File: src/rtl/wb_mem_bist.sv
// Wishbone memory BIST master: writes a generated pattern over [base, base+len), reads it back
// and counts mismatches. Define WB_MEM_BIST_LFSR_EN for LFSR data, otherwise address ^ 16'h5A5A.
module wb_mem_bist #(
  parameter int unsigned WB_ADDR_WIDTH  = 24,
  parameter int unsigned WB_DATA_WIDTH  = 16,
  parameter int unsigned TIMEOUT_CYCLES = 1024
) (
  input  logic                     wb_clk_i,
  input  logic                     wb_rst_i,
  input  logic                     start_i,
  input  logic [WB_ADDR_WIDTH-1:0] base_adr_i,
  input  logic [WB_ADDR_WIDTH-1:0] len_i,
  output logic                     wb_cyc_o,
  output logic                     wb_stb_o,
  output logic                     wb_we_o,
  output logic [WB_ADDR_WIDTH-1:0] wb_adr_o,
  output logic [WB_DATA_WIDTH-1:0] wb_dat_o,
  output logic [1:0]               wb_sel_o,
  input  logic                     wb_ack_i,
  input  logic [WB_DATA_WIDTH-1:0] wb_dat_i,
  output logic                     busy_o,
  output logic                     done_o,
  output logic                     pass_o,
  output logic                     timeout_o,
  output logic [15:0]              err_cnt_o,
  output logic [WB_ADDR_WIDTH-1:0] first_err_adr_o
);

  localparam int unsigned CntW = $clog2(TIMEOUT_CYCLES + 1);
  localparam logic [CntW-1:0] CntLast = CntW'(TIMEOUT_CYCLES - 1);

  typedef enum logic [2:0] {StIdle, StWrReq, StWrGap, StRdReq, StRdGap, StDone} state_e;

  state_e                   state_q;
  logic [WB_ADDR_WIDTH-1:0] base_q, len_q, idx_q;
  logic [CntW-1:0]          wait_cnt_q;
  logic [WB_ADDR_WIDTH-1:0] next_adr;
  logic [WB_DATA_WIDTH-1:0] exp_data, gap_data, start_data;

  assign next_adr = base_q + idx_q;
  assign wb_sel_o = wb_cyc_o ? 2'b11 : 2'b00;

`ifdef WB_MEM_BIST_LFSR_EN
  localparam logic [WB_DATA_WIDTH-1:0] LfsrSeed = 16'hACE1;
  logic [WB_DATA_WIDTH-1:0] lfsr_q;
  logic                     lfsr_reload, lfsr_step;

  // Reload on every run start and again before the read pass so reads replay the write sequence.
  always_comb begin
    lfsr_reload = (((state_q == StIdle) || (state_q == StDone)) && start_i) ||
                  ((state_q == StWrGap) && (idx_q == len_q));
    lfsr_step   = ((state_q == StWrReq) || (state_q == StRdReq)) && wb_ack_i;
  end

  always_ff @(posedge wb_clk_i) begin
    if (wb_rst_i || lfsr_reload) begin
      lfsr_q <= LfsrSeed;
    end else if (lfsr_step) begin
      lfsr_q <= {lfsr_q[14:0], lfsr_q[15] ^ lfsr_q[13] ^ lfsr_q[12] ^ lfsr_q[10]};
    end
  end

  assign exp_data   = lfsr_q;
  assign gap_data   = lfsr_q;
  assign start_data = LfsrSeed;
`else
  localparam logic [WB_DATA_WIDTH-1:0] Pattern = 16'h5A5A;

  assign exp_data   = wb_adr_o[WB_DATA_WIDTH-1:0] ^ Pattern;
  assign gap_data   = next_adr[WB_DATA_WIDTH-1:0] ^ Pattern;
  assign start_data = base_adr_i[WB_DATA_WIDTH-1:0] ^ Pattern;
`endif

  always_ff @(posedge wb_clk_i) begin
    if (wb_rst_i) begin
      state_q         <= StIdle;
      base_q          <= '0;
      len_q           <= '0;
      idx_q           <= '0;
      wait_cnt_q      <= '0;
      wb_cyc_o        <= 1'b0;
      wb_stb_o        <= 1'b0;
      wb_we_o         <= 1'b0;
      wb_adr_o        <= '0;
      wb_dat_o        <= '0;
      busy_o          <= 1'b0;
      done_o          <= 1'b0;
      pass_o          <= 1'b0;
      timeout_o       <= 1'b0;
      err_cnt_o       <= '0;
      first_err_adr_o <= '0;
    end else begin
      unique case (state_q)
        StIdle, StDone: begin
          if (start_i) begin
            base_q          <= base_adr_i;
            len_q           <= len_i;
            idx_q           <= '0;
            wait_cnt_q      <= '0;
            timeout_o       <= 1'b0;
            err_cnt_o       <= '0;
            first_err_adr_o <= '0;
            if (len_i == '0) begin
              state_q <= StDone;
              done_o  <= 1'b1;
              pass_o  <= 1'b1;
              busy_o  <= 1'b0;
            end else begin
              state_q  <= StWrReq;
              done_o   <= 1'b0;
              pass_o   <= 1'b0;
              busy_o   <= 1'b1;
              wb_cyc_o <= 1'b1;
              wb_stb_o <= 1'b1;
              wb_we_o  <= 1'b1;
              wb_adr_o <= base_adr_i;
              wb_dat_o <= start_data;
            end
          end
        end
        StWrReq, StRdReq: begin
          if (wb_ack_i) begin
            wb_cyc_o <= 1'b0;
            wb_stb_o <= 1'b0;
            idx_q    <= idx_q + 1'b1;
            state_q  <= (state_q == StWrReq) ? StWrGap : StRdGap;
            if ((state_q == StRdReq) && (wb_dat_i != exp_data)) begin
              if (err_cnt_o == '0) first_err_adr_o <= wb_adr_o;
              if (err_cnt_o != '1) err_cnt_o <= err_cnt_o + 16'd1;
            end
          end else if (wait_cnt_q == CntLast) begin
            state_q   <= StDone;
            wb_cyc_o  <= 1'b0;
            wb_stb_o  <= 1'b0;
            wb_we_o   <= 1'b0;
            timeout_o <= 1'b1;
            pass_o    <= 1'b0;
            done_o    <= 1'b1;
            busy_o    <= 1'b0;
          end else begin
            wait_cnt_q <= wait_cnt_q + 1'b1;
          end
        end
        StWrGap: begin
          wait_cnt_q <= '0;
          wb_cyc_o   <= 1'b1;
          wb_stb_o   <= 1'b1;
          if (idx_q == len_q) begin
            state_q  <= StRdReq;
            idx_q    <= '0;
            wb_we_o  <= 1'b0;
            wb_adr_o <= base_q;
            wb_dat_o <= '0;
          end else begin
            state_q  <= StWrReq;
            wb_adr_o <= next_adr;
            wb_dat_o <= gap_data;
          end
        end
        StRdGap: begin
          if (idx_q == len_q) begin
            state_q <= StDone;
            done_o  <= 1'b1;
            busy_o  <= 1'b0;
            pass_o  <= (err_cnt_o == '0);
          end else begin
            state_q    <= StRdReq;
            wait_cnt_q <= '0;
            wb_cyc_o   <= 1'b1;
            wb_stb_o   <= 1'b1;
            wb_adr_o   <= next_adr;
          end
        end
        default: state_q <= StIdle;
      endcase
    end
  end

endmodule
File: config.mk
export PLATFORM = sky130hd
export DESIGN_NAME = wb_mem_bist
export DESIGN_NICKNAME = d
export VERILOG_FILES = /design/src/rtl/wb_mem_bist.sv
export SDC_FILE = /design/constraint.sdc
export NUM_CORES = 1
export LEC_CHECK = 0
export CAP_MARGIN = 20
export CORE_ASPECT_RATIO = 1.75
export CORE_MARGIN = 1
export CORE_UTILIZATION = 30
export DETAILED_ROUTE_END_ITERATION = 6
export HOLD_SLACK_MARGIN = 0.03
export SLEW_MARGIN = 10
export SYNTH_ARGS = -nofsm -noshare
export SYNTH_HDL_FRONTEND = slang
export SYNTH_SLANG_ARGS = --single-unit
File: constraint.sdc
create_clock -name wb_clk_i -period 6.6 [get_ports wb_clk_i]
set_input_delay 0.99 -clock wb_clk_i [delete_from_list [all_inputs] [get_ports wb_clk_i]]
set_output_delay 0.99 -clock wb_clk_i [all_outputs]
set_load 0.02 [all_outputs]
==> results.json <==
{
  "yosysWarningCount": 0,
  "wl_mm": 29.8,
  "avgViaCountPerCell": 5.30,
  "pin_count": 157,
  "synth_area_leader_cell": "dfxtp_1",
  "final_nets": 1373,
  "synth_fa_ha_area_frac": 0.0385,
  "synth_ff_type": "dfxtp_1",
  "first_iter_violations": 688,
  "drv_slew": 0,
  "fin_ws_ps": 3130,
  "syn-num-nets": 1258,
  "finalClockSkew_ps": 7.91,
  "grt_pass1_vias": 8658,
  "synth_compound_area_frac": 0.207,
  "cts.sinks": 172,
  "leakage_nw": 4.32,
  "dieArea_um2": 31700,
  "synth_cells": 1162,
  "post-cts-setup-buffer-count": 0,
  "cts_root_buf": "clkbuf_16",
  "worstPathRequired_ps": 6900,
  "synth_top_family_by_area": "simple AND/OR/NAND/NOR gates",
  "clockBufferDepth": 2,
  "clkTransAtPathRegs_ps": 60,
  "synthTopCellsByArea": "dfxtp_1 37%, a21oi_1 6.4%, nand2_1 6.2%, xnor2_1 4.7%, nor2_1 4.3%",
  "worst_slew_margin_rel": 0.334,
  "via_count": 8892,
  "crit_path_end_kind": "flip-flop",
  "fillers": 3062,
  "setup_viol_count_final": 0,
  "synth_enable_flop_cells": 0,
  "crit_arrival_ps": 3770,
  "grt_first_pass_wirelength_mm": 47.4,
  "synth_xor_area_frac": 0.0877,
  "critPathMaxFanout": 48,
  "seq_area_frac_synth": 0.371,
  "num_antenna_cells": 0,
  "floorplan.initialDensity": 0.307,
  "cts_tree": "built",
  "cap_viol_max_count": 0,
  "drtPass1Iterations": 6,
  "fmax_mhz": 288,
  "synth_area_um2": 9290,
  "final_layout_size_suffix_gt1_frac": 0.0535,
  "dpl_worst_slack_ps": 2250,
  "antenna_found_initial": 0,
  "grt_overflow": 0,
  "grt.total_usage": 0.192,
  "hp-class": "reg2reg",
  "core-area_um2": 30300,
  "syn_to_final_growth_pct": 26.2,
  "insertion_delay_ps": 450,
  "ir_worst_vdd_v": 0.000161,
  "postRouteAntennaNets": 0,
  "synth.area.mux_share": 0.00646,
  "finalCriticalPeriod_ps": 3470,
  "io_buffer_count": 156,
  "final_util": 0.387,
  "setup_tns_ps": 0,
  "hold_viol": 0,
  "hold_ws_ps": 465,
  "critPathLaunchType": "input port",
  "rsz0062_at_grt": "no",
  "cts-htree-levels": 4,
  "synth-seq-cells": 172,
  "yosys.area_share.simple": 0.247,
  "path_class": "in2reg",
  "fp.dieW_um": 135,
  "die_height_um": 235,
  "gp_congestion": 0.875,
  "p_per_area_nw_per_um2": 239,
  "remaining_drc_errors": 0,
  "grt_max_degree": 65,
  "synth_cell_types": 73,
  "async_reset_ff_frac": 0,
  "synth_top_area_frac": 0.371,
  "fin_crit_sh": 0.526,
  "avgSynthCellArea_um2": 8.00,
  "wire_per_inst_um": 17.7,
  "rows": 84,
  "outcome": "finished, final reports clean",
  "cts_resized": 0,
  "cts_hold_buf": 0,
  "tightestPinTransition_ps": 996,
  "cts_made_buffers": 17,
  "dp_hpwl_mm": 22.6
}
-- layout by cell type, fill, tap and decap left out, types with 7 or more instances in the layout --
cell type / Yosys / routed
xnor2_1: 50 / 50
nand2b_1: 28 / 28
nor3_1: 34 / 33
a221oi_1: 7 / 7
nor4_1: 23 / 23
inv_1: 20 / 20
o221ai_1: 7 / 7
and3_1: 15 / 15
clkbuf_16: 0 / 17
clkdlybuf4s50_1: 0 / 155
a21oi_1: 118 / 117
a222oi_1: 10 / 10
ha_1: 27 / 27
nor2_1: 107 / 107
nand3_1: 46 / 46
nand2_1: 154 / 154
a21o_1: 16 / 16
a211oi_1: 28 / 28
xor2_1: 43 / 43
nand4_1: 16 / 16
dfxtp_1: 172 / 172
or3_1: 18 / 18
buf_4: 5 / 13
o21ai_0: 40 / 40
a31oi_1: 8 / 8
a22oi_1: 11 / 11
-- cells in the mapped netlist (15+ instances only) --
master	instances
o21ai_0	40
inv_1	20
or3_1	18
a21oi_1	118
nand4_1	16
xnor2_1	50
nand3_1	46
dfxtp_1	172
and3_1	15
a211oi_1	28
nor3_1	34
clkbuf_1	49
nor2_1	107
xor2_1	43
nand2b_1	28
nand2_1	154
nor4_1	23
a21o_1	16
ha_1	27
-- report_power, final --
group | switching [W] | internal [W]
Sequential | 0.0000764 | 0.00111
Combinational | 0.000355 | 0.000251
Clock | 0.000431 | 0.000577
Total | 0.000862 | 0.00194
-- per-layer routing --
layer / GRT usage / vias to the layer above / part of all wire
met2: 0.360 / 250 / 0.54
met4: 0.0970 / 0 / 0.042
li1: - / 4396 / -
met5: 0 / - / 0
met1: 0.203 / 4185 / 0.38
met3: 0.0315 / 61 / 0.042
-- final timing paths --
kind,startpoint,endpoint,slack (ps),cells past startpoint
hold reg to reg,busy_o,busy_o,460,2
hold / removal,busy_o,busy_o,460,2
setup reg to reg,idx_q[9],wb_adr_o[12],3320,8
setup / recovery,start_i,first_err_adr_o[19],3130,9
-- critical path, cell delays in order --
cell and delay [ps]:
clkdlybuf4s50_1 610, and2b_1 240, nand2_2 220, buf_12 250, a22oi_4 180, o21ai_0 170, a21oi_4 780, nand2b_1 200
a21oi_1 70
-- area by class of cell --
cell class | count | area (µm²) | area share
multi-input cells | 895 | 5460 | 0.466
flip-flops and latches | 172 | 3440 | 0.294
repair buffers | 170 | 1680 | 0.143
well taps | 387 | 484 | 0.0413
clock buffers | 22 | 464 | 0.0396
clock inverters | 10 | 115 | 0.00982
inverters | 21 | 78.8 | 0.00672
-- logic make-up after synthesis --
kind of cell,count (synthesis)
buffers and inverters,95
adder cells (fa/ha/maj),28
AO/OA/AOI/OAI,293
XOR/XNOR,93
AND/OR/NAND/NOR,475
multiplexers,6
flip-flops,172
-- registers in the layout (all words and copies together), names as in the netlist --
| name | flops |
|---|---|
| idx_q | 24 |
| timeout_o | 1 |
| wb_stb_o | 1 |
| wb_adr_o | 24 |
| err_cnt_o | 16 |
| state_q | 3 |
| len_q | 24 |
| pass_o | 1 |
| busy_o | 1 |
| wait_cnt_q | 11 |
| done_o | 1 |
| first_err_adr_o | 24 |
| wb_we_o | 1 |
| wb_dat_o | 16 |
| base_q | 24 |
-- stage by stage --
step           power, W  instance area [µm²]  std cells
6_report        0.00280                11700       1677
2_1_floorplan   0.00156                 9290       1162
3_3_place_gp    0.00181                11100       1643
4_1_cts         0.00282                11700       1675
5_1_grt         0.00293                11700       1677
3_5_place_dp    0.00181                11100       1643
(Power assumes the default switching activity.)
